$ cat config.mk
export PLATFORM = sky130hd
export DESIGN_NAME = text_render_ctrl_flat
export DESIGN_NICKNAME = d
export VERILOG_FILES = /design/src/rtl/text_render_ctrl_if.sv /design/src/rtl/text_render_ctrl.sv /design/src/flat_wrapper.sv
export SDC_FILE = /design/constraint.sdc
export NUM_CORES = 1
export LEC_CHECK = 0
export CORE_ASPECT_RATIO = 0.5
export CORE_UTILIZATION = 56
export DETAILED_ROUTE_END_ITERATION = 10
export PLACE_DENSITY_LB_ADDON = 0.15
export SYNTH_ARGS = -nofsm -noshare
export SYNTH_HDL_FRONTEND = slang
export SYNTH_SLANG_ARGS = --single-unit
$ cat constraint.sdc
create_clock -name clk -period 4.99 [get_ports clk]
set_input_delay 0.998 -clock clk [delete_from_list [all_inputs] [get_ports clk]]
set_output_delay 0.998 -clock clk [all_outputs]
set_load 0.01 [all_outputs]
$ cat src/rtl/text_render_ctrl_if.sv
// Glyph fetch and pixel write bus between the text renderer (master) and its
// text buffer, character decoder and pixel sink (slave).
interface text_render_ctrl_if #(
  parameter int unsigned LEN_W = 8
);
  logic             rd_en;
  logic [LEN_W-1:0] rd_addr;
  logic [6:0]       rd_data;
  logic [6:0]       dec_char;
  logic [127:0]     dec_pixels;
  logic             px_valid;
  logic [9:0]       px_x;
  logic [8:0]       px_y;
  logic             px_on;
  logic             px_ready;

  modport master (
    output rd_en, rd_addr, dec_char, px_valid, px_x, px_y, px_on,
    input  rd_data, dec_pixels, px_ready
  );

  modport slave (
    input  rd_en, rd_addr, dec_char, px_valid, px_x, px_y, px_on,
    output rd_data, dec_pixels, px_ready
  );
endinterface

$ cat src/rtl/text_render_ctrl.sv
// Renders a string of 8x16 glyphs as a row-major stream of pixel writes,
// wrapping to the next text line at the right edge of the screen.
module text_render_ctrl #(
  parameter int unsigned SCREEN_W = 640,
  parameter int unsigned LEN_W    = 8
) (
  input  logic                clk,
  input  logic                resetn,
  input  logic                start,
  input  logic [9:0]          x0,
  input  logic [8:0]          y0,
  input  logic [LEN_W-1:0]    len,
  output logic                busy,
  output logic                done,
  text_render_ctrl_if.master  bus
);

  localparam logic [10:0] ScreenW = 11'(SCREEN_W);

  typedef enum logic [2:0] {
    StIdle,
    StFetch,
    StWait,
    StDecode,
    StDraw,
    StDone
  } state_e;

  state_e           state_q;
  logic [LEN_W-1:0] len_q;
  logic [LEN_W-1:0] index_q;
  logic [9:0]       cur_x_q;
  logic [8:0]       cur_y_q;
  logic [3:0]       row_q;
  logic [2:0]       col_q;
  logic [127:0]     bitmap_q;

  logic [2:0]       col_nxt;
  logic [3:0]       row_nxt;
  logic [10:0]      x_adv;
  logic [LEN_W:0]   index_inc;
  logic             last_px;
  logic             accept;

  always_comb begin
    col_nxt   = col_q + 3'd1;
    row_nxt   = (col_q == 3'd7) ? row_q + 4'd1 : row_q;
    x_adv     = {1'b0, cur_x_q} + 11'd8;
    index_inc = {1'b0, index_q} + (LEN_W+1)'(1);
    last_px   = (row_q == 4'd15) && (col_q == 3'd7);
    accept    = bus.px_valid && bus.px_ready;
  end

  assign busy = (state_q != StIdle);

  always_ff @(posedge clk or negedge resetn) begin
    if (!resetn) begin
      state_q      <= StIdle;
      len_q        <= '0;
      index_q      <= '0;
      cur_x_q      <= '0;
      cur_y_q      <= '0;
      row_q        <= '0;
      col_q        <= '0;
      bitmap_q     <= '0;
      done         <= 1'b0;
      bus.rd_en    <= 1'b0;
      bus.rd_addr  <= '0;
      bus.dec_char <= '0;
      bus.px_valid <= 1'b0;
      bus.px_x     <= '0;
      bus.px_y     <= '0;
      bus.px_on    <= 1'b0;
    end else begin
      unique case (state_q)
        StIdle: begin
          if (start) begin
            if (len != '0) begin
              len_q       <= len;
              index_q     <= '0;
              cur_x_q     <= x0;
              cur_y_q     <= y0;
              bus.rd_en   <= 1'b1;
              bus.rd_addr <= '0;
              state_q     <= StFetch;
            end else begin
              done    <= 1'b1;
              state_q <= StDone;
            end
          end
        end
        StFetch: begin
          bus.rd_en <= 1'b0;
          state_q   <= StWait;
        end
        StWait: begin
          bus.dec_char <= bus.rd_data;
          state_q      <= StDecode;
        end
        StDecode: begin
          bitmap_q     <= bus.dec_pixels;
          row_q        <= '0;
          col_q        <= '0;
          bus.px_valid <= 1'b1;
          bus.px_x     <= cur_x_q;
          bus.px_y     <= cur_y_q;
          bus.px_on    <= bus.dec_pixels[127];
          state_q      <= StDraw;
        end
        StDraw: begin
          if (accept) begin
            if (last_px) begin
              bus.px_valid <= 1'b0;
              index_q      <= index_inc[LEN_W-1:0];
              if (x_adv >= ScreenW) begin
                cur_x_q <= '0;
                cur_y_q <= cur_y_q + 9'd16;
              end else begin
                cur_x_q <= x_adv[9:0];
              end
              if (index_inc < {1'b0, len_q}) begin
                bus.rd_en   <= 1'b1;
                bus.rd_addr <= index_inc[LEN_W-1:0];
                state_q     <= StFetch;
              end else begin
                done    <= 1'b1;
                state_q <= StDone;
              end
            end else begin
              // Present the next pixel; the bitmap is stored MSB-first, so
              // scan position p lives at bit 127-p, i.e. the inverted index.
              col_q     <= col_nxt;
              row_q     <= row_nxt;
              bus.px_x  <= cur_x_q + {7'd0, col_nxt};
              bus.px_y  <= cur_y_q + {5'd0, row_nxt};
              bus.px_on <= bitmap_q[~{row_nxt, col_nxt}];
            end
          end
        end
        StDone: begin
          done    <= 1'b0;
          state_q <= StIdle;
        end
        default: state_q <= StIdle;
      endcase
    end
  end

endmodule

$ cat src/flat_wrapper.sv
// flat-port wrapper written by rule: the top's interface ports become plain ports
module text_render_ctrl_flat 
#(
  parameter int unsigned SCREEN_W = 640,
  parameter int unsigned LEN_W    = 8
)
  (clk, resetn, start, x0, y0, len, busy, done, bus_rd_en, bus_rd_addr, bus_dec_char, bus_px_valid, bus_px_x, bus_px_y, bus_px_on, bus_rd_data, bus_dec_pixels, bus_px_ready);
  text_render_ctrl_if #(.LEN_W(LEN_W)) bus_i ();
  input  logic clk;
  input  logic resetn;
  input  logic start;
  input  logic [9:0] x0;
  input  logic [8:0] y0;
  input  logic [LEN_W-1:0] len;
  output logic busy;
  output logic done;
  output wire logic [$bits(bus_i.rd_en)-1:0] bus_rd_en;
  output wire logic [$bits(bus_i.rd_addr)-1:0] bus_rd_addr;
  output wire logic [$bits(bus_i.dec_char)-1:0] bus_dec_char;
  output wire logic [$bits(bus_i.px_valid)-1:0] bus_px_valid;
  output wire logic [$bits(bus_i.px_x)-1:0] bus_px_x;
  output wire logic [$bits(bus_i.px_y)-1:0] bus_px_y;
  output wire logic [$bits(bus_i.px_on)-1:0] bus_px_on;
  input wire logic [$bits(bus_i.rd_data)-1:0] bus_rd_data;
  input wire logic [$bits(bus_i.dec_pixels)-1:0] bus_dec_pixels;
  input wire logic [$bits(bus_i.px_ready)-1:0] bus_px_ready;
  assign bus_rd_en = bus_i.rd_en;
  assign bus_rd_addr = bus_i.rd_addr;
  assign bus_dec_char = bus_i.dec_char;
  assign bus_px_valid = bus_i.px_valid;
  assign bus_px_x = bus_i.px_x;
  assign bus_px_y = bus_i.px_y;
  assign bus_px_on = bus_i.px_on;
  assign bus_i.rd_data = bus_rd_data;
  assign bus_i.dec_pixels = bus_dec_pixels;
  assign bus_i.px_ready = bus_px_ready;
  text_render_ctrl #(.SCREEN_W(SCREEN_W), .LEN_W(LEN_W)) u_core (.clk(clk), .resetn(resetn), .start(start), .x0(x0), .y0(y0), .len(len), .busy(busy), .done(done), .bus(bus_i));
endmodule
==> results of run 1 <==
-- per-layer routing --
metal / vias to the layer above / track usage
li1: 3971 / -
met3: 29 / 0.04111
met4: 0 / 0.04823
met2: 220 / 0.4447
met1: 4020 / 0.3809
met5: - / 0
-- final timing paths --
kind / start / end / cells after the start
setup / recovery: u_core.index_q[0] / u_core.bus.rd_addr[0] / 9
hold / removal: u_core.bitmap_q[102] / u_core.bitmap_q[102] / 2
setup reg to reg: u_core.index_q[0] / u_core.bus.rd_addr[0] / 9
hold reg to reg: u_core.bitmap_q[102] / u_core.bitmap_q[102] / 2
max in group asynchronous: resetn / u_core.bitmap_q[84] / 2
min in group asynchronous: resetn / u_core.bus.rd_addr[4] / 1
-- power groups by stage --
stage / Clock [mW] / Combinational (mW) / Sequential, mW
after floorplan: 0 / 1.78 / 2.84
after detailed placement: 0 / 2.57 / 2.95
final: 1.64 / 2.57 / 2.94
after global routing: 1.74 / 2.89 / 3.03
after global placement: 0 / 2.48 / 2.91
after CTS: 1.67 / 2.60 / 2.93
-- placed cells by master (no fill, tap or decap), types with 5 or more instances in the layout --
| master | count |
|---|---|
| clkdlybuf4s50_1 | 203 |
| xnor2_1 | 14 |
| a21oi_1 | 20 |
| ha_1 | 19 |
| mux2_2 | 10 |
| a22o_1 | 5 |
| nand2_1 | 457 |
| nand3_1 | 20 |
| and3_1 | 5 |
| clkbuf_16 | 20 |
| o21ai_0 | 59 |
| nand2b_1 | 7 |
| buf_4 | 12 |
| nor3_1 | 7 |
| inv_1 | 28 |
| mux4_2 | 15 |
| dfrtp_1 | 210 |
| xor2_1 | 12 |
| nor2_1 | 35 |
| o31ai_1 | 5 |
| mux4_1 | 22 |
| mux2i_1 | 12 |
| o22ai_1 | 5 |
| a31oi_1 | 9 |
| nor2b_1 | 5 |
-- worst max-delay path: stages (launching register included) --
cell and delay (ns):
dfrtp_1 0.46, ha_1 0.28, nand3_1 0.12, xnor2_1 0.23
ha_1 0.30, a21o_1 0.16, a2111oi_0 0.55, o21ai_0 0.46
a21oi_4 0.46, mux2_2 0.38
-- cell type report --
class                   count  area share
diodes                      1   0.0001897
multi-input cells         787      0.3531
inverters                  28    0.007968
clock inverters            11     0.01366
well taps                 234     0.02220
clock buffers              24     0.04060
repair buffers            216      0.1619
flip-flops and latches    211      0.4004
-- metrics by stage --
stage               power (mW)  hold slack [ns]
floorplan                4.619           0.4373
global placement         5.385           0.4492
detailed placement       5.525           0.4562
CTS                      7.208           0.4722
global route             7.667           0.4871
finish                   7.157           0.4722
-- state kept, by name (all words and copies together), names as in the netlist, 7 cells and up --
| register | flops |
|---|---|
| u_core.bus.px_y | 9 |
| u_core.cur_y_q | 9 |
| u_core.cur_x_q | 10 |
| u_core.len_q | 8 |
| u_core.bitmap_q | 128 |
| u_core.bus.dec_char | 7 |
| u_core.bus.rd_addr | 8 |
| u_core.index_q | 8 |
| u_core.bus.px_x | 10 |
-- cell families after synthesis --
logic type / Yosys count
AOI/OAI and AO/OA: 122
xor gates and xnor gates: 26
adders and majority gates: 22
buffers and inverters: 92
DFF: 211
muxes: 60
and+or+nand+nor: 557
==> out/metrics.csv, run 1 <==
metric;value;unit
placed cell count;1476;
Final Util;0.7453;
mux cell area share after synthesis;0.1123;
post-route cell area;13190;sq um
DR vias;8240;
Final Max Slew Viols;0;
Synth Area in Simple Gates;0.2164;
fmax;0.2849;GHz
Post-Layout Cell Count;1512;
drt drc;0;
initial antenna violation count;0;
critical path data arrival time;3.89;ns
# port buffers;204;
violation count after the first detailed-route iteration;504;
critical path endpoint category;flop;
top layer in use;met4;
top cells by area, synth;dfrtp_1, nand2_1, mux4_1;
CTS Buf Count;20;
critical path data required time;5.37;ns
Vias/cell;5.450;
Leak;6.209;nW
asr flop ratio synth;1.000;
sw frac;0.3468;
setup violators final;0;
largest net degree at the start of global routing;127;
area of the multi-input gates;4657;sq um
core area;17700;sq um
Clock Tree Root;clkbuf_16;
Seq pwr share;0.411;
met2 wire len;11.61;mm
pre-CTS setup slack;1.384;ns
RePlAce Congestion;0.8850;
slew margin rel.;0.1809;
Logic pwr share;0.360;
Clock Latency Late Sink;0.50;ns
Synth Register Bits;211;
I/O pin count;205;
status;finished clean;
Avg Cell Area, Syn;9.467;sq um
Layout Nets;1452;
first-pass GRT wire length;40.83;mm
post-placement cell area;12470;sq um
Yosys warnings;0;
CTS tree;built;
clk_skew;0.01033;ns
post-synth top area share;0.5117;
worst ir drop on vdd;0.0002971;V
post-CTS setup buffer count;0;
Int Power;4.675;mW
Final Cycle Share;0.7034;
met1 wire length;11.26;mm
EDFF count, synth;0;
effective utilization at floorplan;0.5831;
Post-Syn Area;10320;sq um
All-Layer GR Usage;0.2674;
Tmin final;3.510;ns
Hold Vio Cnt, Final;0;
die area;19010;sq um
htree depth;1;
setup TNS;0;ns
worst slew pin tran;1.229;ns
largest area contributor in the netlist;dfrtp_1;
Max Cap Viol;0;
post-synthesis sequential area ratio;0.5117;
complex-gate fraction of the synthesized area;0.07081;
met3 routed WL;1.296;mm
Post-DP HPWL;16.72;mm
Final ANT Viol Nets;0;
vias in the first global route;8275;
pwr dens;542.6;nW/um^2
Reg area;5281;sq um
Reg clk slew, reported paths;0.07;ns
Die Span Y;97.99;um
row count;34;
switching power total;2.482;mW
total wire length;24.48;mm
worst min-delay path class;reg2reg;
Synth Area in XOR/XNOR;0.02207;
Worst setup SP type;flop;
Mapped Nets;1278;
maximum buffer depth of the clock tree;3;
adder-cell area share of the yosys netlist;0.02813;
largest family of logic cells by synthesized area;simple AND/OR/NAND/NOR gates;
share of cells above drive strength 1;0.06108;
count leader, synth;nand2_1;
RSZ-0062 raised after global routing;no;
clock group share of total power;0.230;
critical-path maximum fanout;9;
final worst-path setup slack;1.480;ns
die width;194.0;um
Mapped Cells;1090;
fillers;1273;
R2R setup slack;1.48;ns
grt total ovfl;0;
first drt pass iteration count;5;
list of most frequent post-synthesis cells;nand2_1, dfrtp_1, o21ai_0;
predominant post-synthesis flop cell;dfrtp_1;
cts-stage hold buffer count;0;
critical path class;reg2reg;
clock sink count;211;
Layout area overhead;27.83;%
count of cell types in the netlist;53;
Resize count post-CTS;0;
DR WL/cell;16.19;um
(Power assumes the default switching activity.)
==> run 2, diff against run 1 <==
--- a/config.mk
+++ b/config.mk
@@ -6,7 +6,7 @@
 export NUM_CORES = 1
 export LEC_CHECK = 0
 export CORE_ASPECT_RATIO = 0.5
-export CORE_UTILIZATION = 56
+export CORE_UTILIZATION = 52
 export DETAILED_ROUTE_END_ITERATION = 10
 export PLACE_DENSITY_LB_ADDON = 0.15
 export SYNTH_ARGS = -nofsm -noshare
==> constraint.sdc (replaced) <==
create_clock -name clk -period 3.5 [get_ports clk]
set_input_delay 0.7 -clock clk [delete_from_list [all_inputs] [get_ports clk]]
set_output_delay 0.7 -clock clk [all_outputs]
set_load 0.01 [all_outputs]
==> run 2 against run 1 <==
Utilization shrank 4.4 points. Global-route usage is 1.3 points lower. Final cell count increased by 2.1%. Non-clock buffer count rose by 7. Sequential power up 43%. Highest routed layer unchanged. Clock skew increased by 0.00098 ns. Register-to-register slack lost 1.1 ns. First-iteration DRC count decreased by 13%. Setup slack got worse by 1.1 ns. Critical path type unchanged. Fmax is 13% higher. Sequential cell count unchanged.
==> out/metrics.csv, run 2 (same netlist as run 1, synthesis figures left out) <==
metric;value;unit
critical-path maximum fanout;7;
R2R setup slack;0.39;ns
Clock Tree Root;clkbuf_16;
Hold Vio Cnt, Final;0;
CTS Buf Count;20;
worst min-delay path class;in2async;
RePlAce Congestion;0.8699;
htree depth;1;
Die Span Y;101.6;um
initial antenna violation count;0;
RSZ-0062 raised after global routing;no;
top flop regs;u_core.bitmap_q (128), u_core.bus.px_x (10), u_core.cur_x_q (10);
critical path class;reg2reg;
first drt pass iteration count;5;
most common cell after layout, fill and taps aside;nand2_1;
Clock Latency Late Sink;0.49;ns
most frequent cells in the layout;nand2_1, dfrtp_1, clkdlybuf4s50_1;
DR vias;8298;
CP peak stage delay;0.45;ns
placed cell count;1508;
clk_skew;0.01131;ns
Ant. Diodes;0;
CTS tree;built;
crit path buf inv count;1;
maximum buffer depth of the clock tree;3;
row count;35;
core area;18920;sq um
Final ANT Viol Nets;0;
worst ir drop on vdd;0.0003847;V
setup TNS;0;ns
fillers;1417;
total wire length;25.38;mm
post-CTS setup buffer count;0;
worst hold slack;0.2259;ns
RR Startpoint;u_core.index_q[0];
Resize count post-CTS;0;
critical path endpoint category;flop;
worst slew pin tran;0.9877;ns
largest net degree at the start of global routing;85;
I/O pin count;205;
R2R Path End;u_core.bus.rd_addr[3];
# port buffers;204;
fmax;0.3211;GHz
clock sink count;211;
Reg clk slew, reported paths;0.06;ns
share of cells above drive strength 1;0.06386;
Biggest register;u_core.bitmap_q;
pwr dens;766.3;nW/um^2
vias in the first global route;8205;
Layout area overhead;28.51;%
critical path data required time;3.91;ns
effective utilization at floorplan;0.5454;
Post-DP HPWL;17.74;mm
Max Cap Viol;0;
Post-Layout Cell Count;1543;
violation count after the first detailed-route iteration;437;
first-pass GRT wire length;41.46;mm
die width;201.2;um
R2R cell count;10;
die area;20450;sq um
Layout Nets;1459;
number of flip-flops under the largest register name;128;
DR WL/cell;16.45;um
Leak;6.235;nW
critical path data arrival time;3.53;ns
final worst-path setup slack;0.3852;ns
status;finished clean;
critical-path cell list;ha_1 -> nand3_1 -> xnor2_1 -> ha_1 -> a21o_1 -> a2111oi_0 -> o21ai_0 -> a21oi_4 -> buf_4 -> mux2i_1;
CP top delay family;compound AO/OA/AOI/OAI gates;
Worst setup SP type;flop;
Most common cell on crit path;ha_1;
Tmin final;3.115;ns
Final Cycle Share;0.8899;
drt drc;0;
cts-stage hold buffer count;0;
Vias/cell;5.378;
pre-CTS setup slack;0.3919;ns
Final Max Slew Viols;0;
slew margin rel.;0.3401;
All-Layer GR Usage;0.2549;
slowest CP cell;dfrtp_1;
Pwr Total;10.16;mW
setup violators final;0;
grt total ovfl;0;
[run 2: changes by cell type in the layout (fill, tap and decap cells not counted), moves of 3 or more]
cell,previous run,this run
buf_4,12,16
buf_12,0,3
clkbuf_1,2,5
clkbuf_8,3,7
bufinv_16,4,1
[run 2: stage by stage]
stage / area [sq um] / util
floorplan: 10320 / -
global placement: 12590 / 0.6657
detailed placement: 12590 / 0.6657
CTS: 13260 / 0.7009
global route: 13260 / 0.7009
finish: 13260 / 0.7009
[run 2: worst max-delay path by stage]
stage,start,endpoint,slack [ns],cells past startpoint
after detailed placement,len[1],u_core.cur_y_q[4],0.39,8
after global placement,len[4],u_core.cur_y_q[4],0.47,8
after CTS,u_core.index_q[0],u_core.bus.rd_addr[3],0.37,10
final,u_core.index_q[0],u_core.bus.rd_addr[3],0.39,10
after floorplan,u_core.col_q[0],u_core.bus.px_y[5],0.72,14
after global routing,u_core.index_q[0],u_core.bus.rd_addr[4],0.10,10
[run 2: layout make-up]
cell class	count	area, sq um	share of cell area
Clock inverter	3	40.04	0.003019
Timing Repair Buffer	223	2226	0.1679
Inverter	28	105.1	0.007926
Clock buffer	32	626.9	0.04727
Sequential cell	211	5281	0.3983
Tap cell	259	324.1	0.02444
Multi-Input combinational cell	787	4657	0.3512
[run 2: power breakdown]
group	total [mW]	switching, mW	internal (mW)
clock	2.22	0.924	1.30
sequential	4.21	0.696	3.51
combinational	3.73	1.94	1.79
total	10.2	3.56	6.60
[run 2: layer usage]
metal / global-route usage / part of all wire / up-vias / wire [um]
met4: 0.05012 / 0.017 / 0 / 421
li1: - / - / 3975 / -
met5: 0 / 0 / - / 0
met1: 0.3548 / 0.45 / 4032 / 11410
met2: 0.4336 / 0.48 / 259 / 12210
met3: 0.03829 / 0.053 / 32 / 1340
[run 2: worst reg2reg max path: stages, from the launching register on]
cell       delay, ns
dfrtp_1         0.45
ha_1            0.28
nand3_1         0.12
xnor2_1         0.22
ha_1            0.29
a21o_1          0.16
a2111oi_0       0.42
o21ai_0         0.40
a21oi_4         0.31
buf_4           0.20
mux2i_1         0.19
==> run 3, diff against run 2 <==
--- a/config.mk
+++ b/config.mk
@@ -5,8 +5,9 @@
 export SDC_FILE = /design/constraint.sdc
 export NUM_CORES = 1
 export LEC_CHECK = 0
-export CORE_ASPECT_RATIO = 0.5
-export CORE_UTILIZATION = 52
+export CORE_ASPECT_RATIO = 1.2
+export CORE_MARGIN = 10
+export CORE_UTILIZATION = 56
 export DETAILED_ROUTE_END_ITERATION = 10
 export PLACE_DENSITY_LB_ADDON = 0.15
 export SYNTH_ARGS = -nofsm -noshare
==> constraint.sdc (replaced) <==
create_clock -name clk -period 4.01 [get_ports clk]
set_input_delay 0.802 -clock clk [delete_from_list [all_inputs] [get_ports clk]]
set_output_delay 0.802 -clock clk [all_outputs]
set_load 0.01 [all_outputs]
==> run 3 against run 2 <==
Critical path type unchanged. Hold slack improved by 0.15 ns. Sequential cell count unchanged. Die area increased by 19%. Sequential share of layout area about the same. Wire length increased by 4.4%. Register-to-register slack improved by 0.43 ns. Combinational power decreased by 13%. Design area decreased by 0.12%. Clock-buffer cell count decreased by 1. Clock power decreased by 8%. Highest routed layer unchanged. Setup slack improved by 0.43 ns.
==> out/metrics.csv, run 3 (same netlist as run 1, synthesis figures left out) <==
metric;value;unit
# port buffers;204;
worst ir drop on vdd;0.0003667;V
Final Max Slew Viols;0;
critical-path maximum fanout;9;
slew margin rel.;0.1328;
critical path data required time;4.40;ns
maximum buffer depth of the clock tree;3;
number of flip-flops under the largest register name;128;
R2R cell count;9;
first drt pass iteration count;5;
Layout Nets;1459;
Final Cycle Share;0.7966;
critical path endpoint category;flop;
CTS tree;built;
Worst setup SP type;flop;
largest net degree at the start of global routing;96;
setup TNS;0;ns
placed cell count;1472;
Critical Path Source;u_core.index_q[0];
htree depth;1;
effective utilization at floorplan;0.5677;
Final ANT Viol Nets;0;
Final Util;0.7287;
Reg area;5281;sq um
share of cells above drive strength 1;0.06542;
Tmin final;3.194;ns
Post-DP HPWL;18.85;mm
cts-stage hold buffer count;0;
Reg clk slew, reported paths;0.06;ns
most frequent cells in the layout;nand2_1, dfrtp_1, clkdlybuf4s50_1;
vias in the first global route;8577;
Max Cap Viol;0;
setup violators final;0;
Hold Vio Cnt, Final;0;
clock sink count;211;
final worst-path setup slack;0.8156;ns
I/O pin count;205;
worst min-delay path class;in2async;
initial antenna violation count;0;
die width;143.9;um
post-CTS setup buffer count;0;
Post-Layout Cell Count;1508;
R2R Path End;u_core.bus.rd_addr[0];
RePlAce Congestion;0.8123;
R2R setup slack;0.82;ns
critical path class;reg2reg;
fillers;1382;
Vias/cell;5.473;
CP Capture Point;u_core.bus.rd_addr[0];
status;finished clean;
total wire length;26.48;mm
Leak;6.247;nW
Die Span Y;168.7;um
grt total ovfl;0;
Clock Latency Late Sink;0.50;ns
DR WL/cell;17.56;um
pre-CTS setup slack;0.6341;ns
most common cell after layout, fill and taps aside;nand2_1;
All-Layer GR Usage;0.2164;
Layout area overhead;28.35;%
worst slew pin tran;1.295;ns
RR Startpoint;u_core.index_q[0];
RSZ-0062 raised after global routing;no;
violation count after the first detailed-route iteration;554;
Clock Tree Root;clkbuf_16;
fmax;0.3131;GHz
CTS Buf Count;21;
core area;18170;sq um
top flop regs;u_core.bitmap_q (128), u_core.bus.px_x (10), u_core.cur_x_q (10);
Ant. Diodes;0;
row count;54;
clk_skew;0.01401;ns
critical path data arrival time;3.58;ns
pwr dens;675.3;nW/um^2
Pwr Total;8.944;mW
drt drc;0;
die area;24280;sq um
Biggest register;u_core.bitmap_q;
area of the multi-input gates;4657;sq um
Resize count post-CTS;0;
first-pass GRT wire length;42.85;mm
DR vias;8254;
## run 3: area by class of cell
cell class	instances	area share
timing repair buffer	222	0.1666
multi-input combinational	787	0.3516
inverter	28	0.007936
clock buffer	31	0.04780
sequential	211	0.3988
tap	224	0.02116
clock inverter	5	0.006141
## run 3: worst min path at each step
stage                         start                endpoint  cells after the start
2_1_floorplan  u_core.bitmap_q[103]    u_core.bitmap_q[103]                      2
5_1_grt                      resetn   u_core.bus.rd_addr[2]                      1
3_3_place_gp    u_core.bitmap_q[65]     u_core.bitmap_q[65]                      2
3_5_place_dp    u_core.bitmap_q[95]     u_core.bitmap_q[95]                      2
6_report                     resetn  u_core.bus.dec_char[2]                      1
4_1_cts                      resetn   u_core.bus.rd_addr[2]                      1
## run 3: through the flow
step | area (sq um) | hold WS [ns]
after floorplan | 10320 | 0.4373
after global placement | 12530 | 0.4495
after detailed placement | 12530 | 0.4536
after CTS | 13240 | 0.4094
after global routing | 13240 | 0.4215
final | 13240 | 0.3721
## run 3: worst max-delay path: stages (launching register included)
cell       delay [ns]
dfrtp_1          0.44
ha_1             0.27
nand3_1          0.12
xnor2_1          0.24
ha_1             0.29
a21o_1           0.16
a2111oi_0        0.37
o21ai_0          0.37
a21oi_4          0.44
mux2_2           0.38
## run 3: report_power, final
| part | total [mW] | internal (mW) | switching (mW) |
|---|---|---|---|
| registers | 3.66 | 3.07 | 0.590 |
| logic | 3.25 | 1.56 | 1.69 |
| clock network | 2.04 | 1.22 | 0.822 |
## run 3: metal layers
layer / share of wire / global-route usage / routed length, um / up-vias
met5: 0 / 0 / 0 / -
li1: - / - / - / 3984
met3: 0.071 / 0.05375 / 1877 / 30
met1: 0.40 / 0.2547 / 10550 / 4022
met4: 0.017 / 0.04802 / 448 / 0
met2: 0.51 / 0.3869 / 13610 / 218
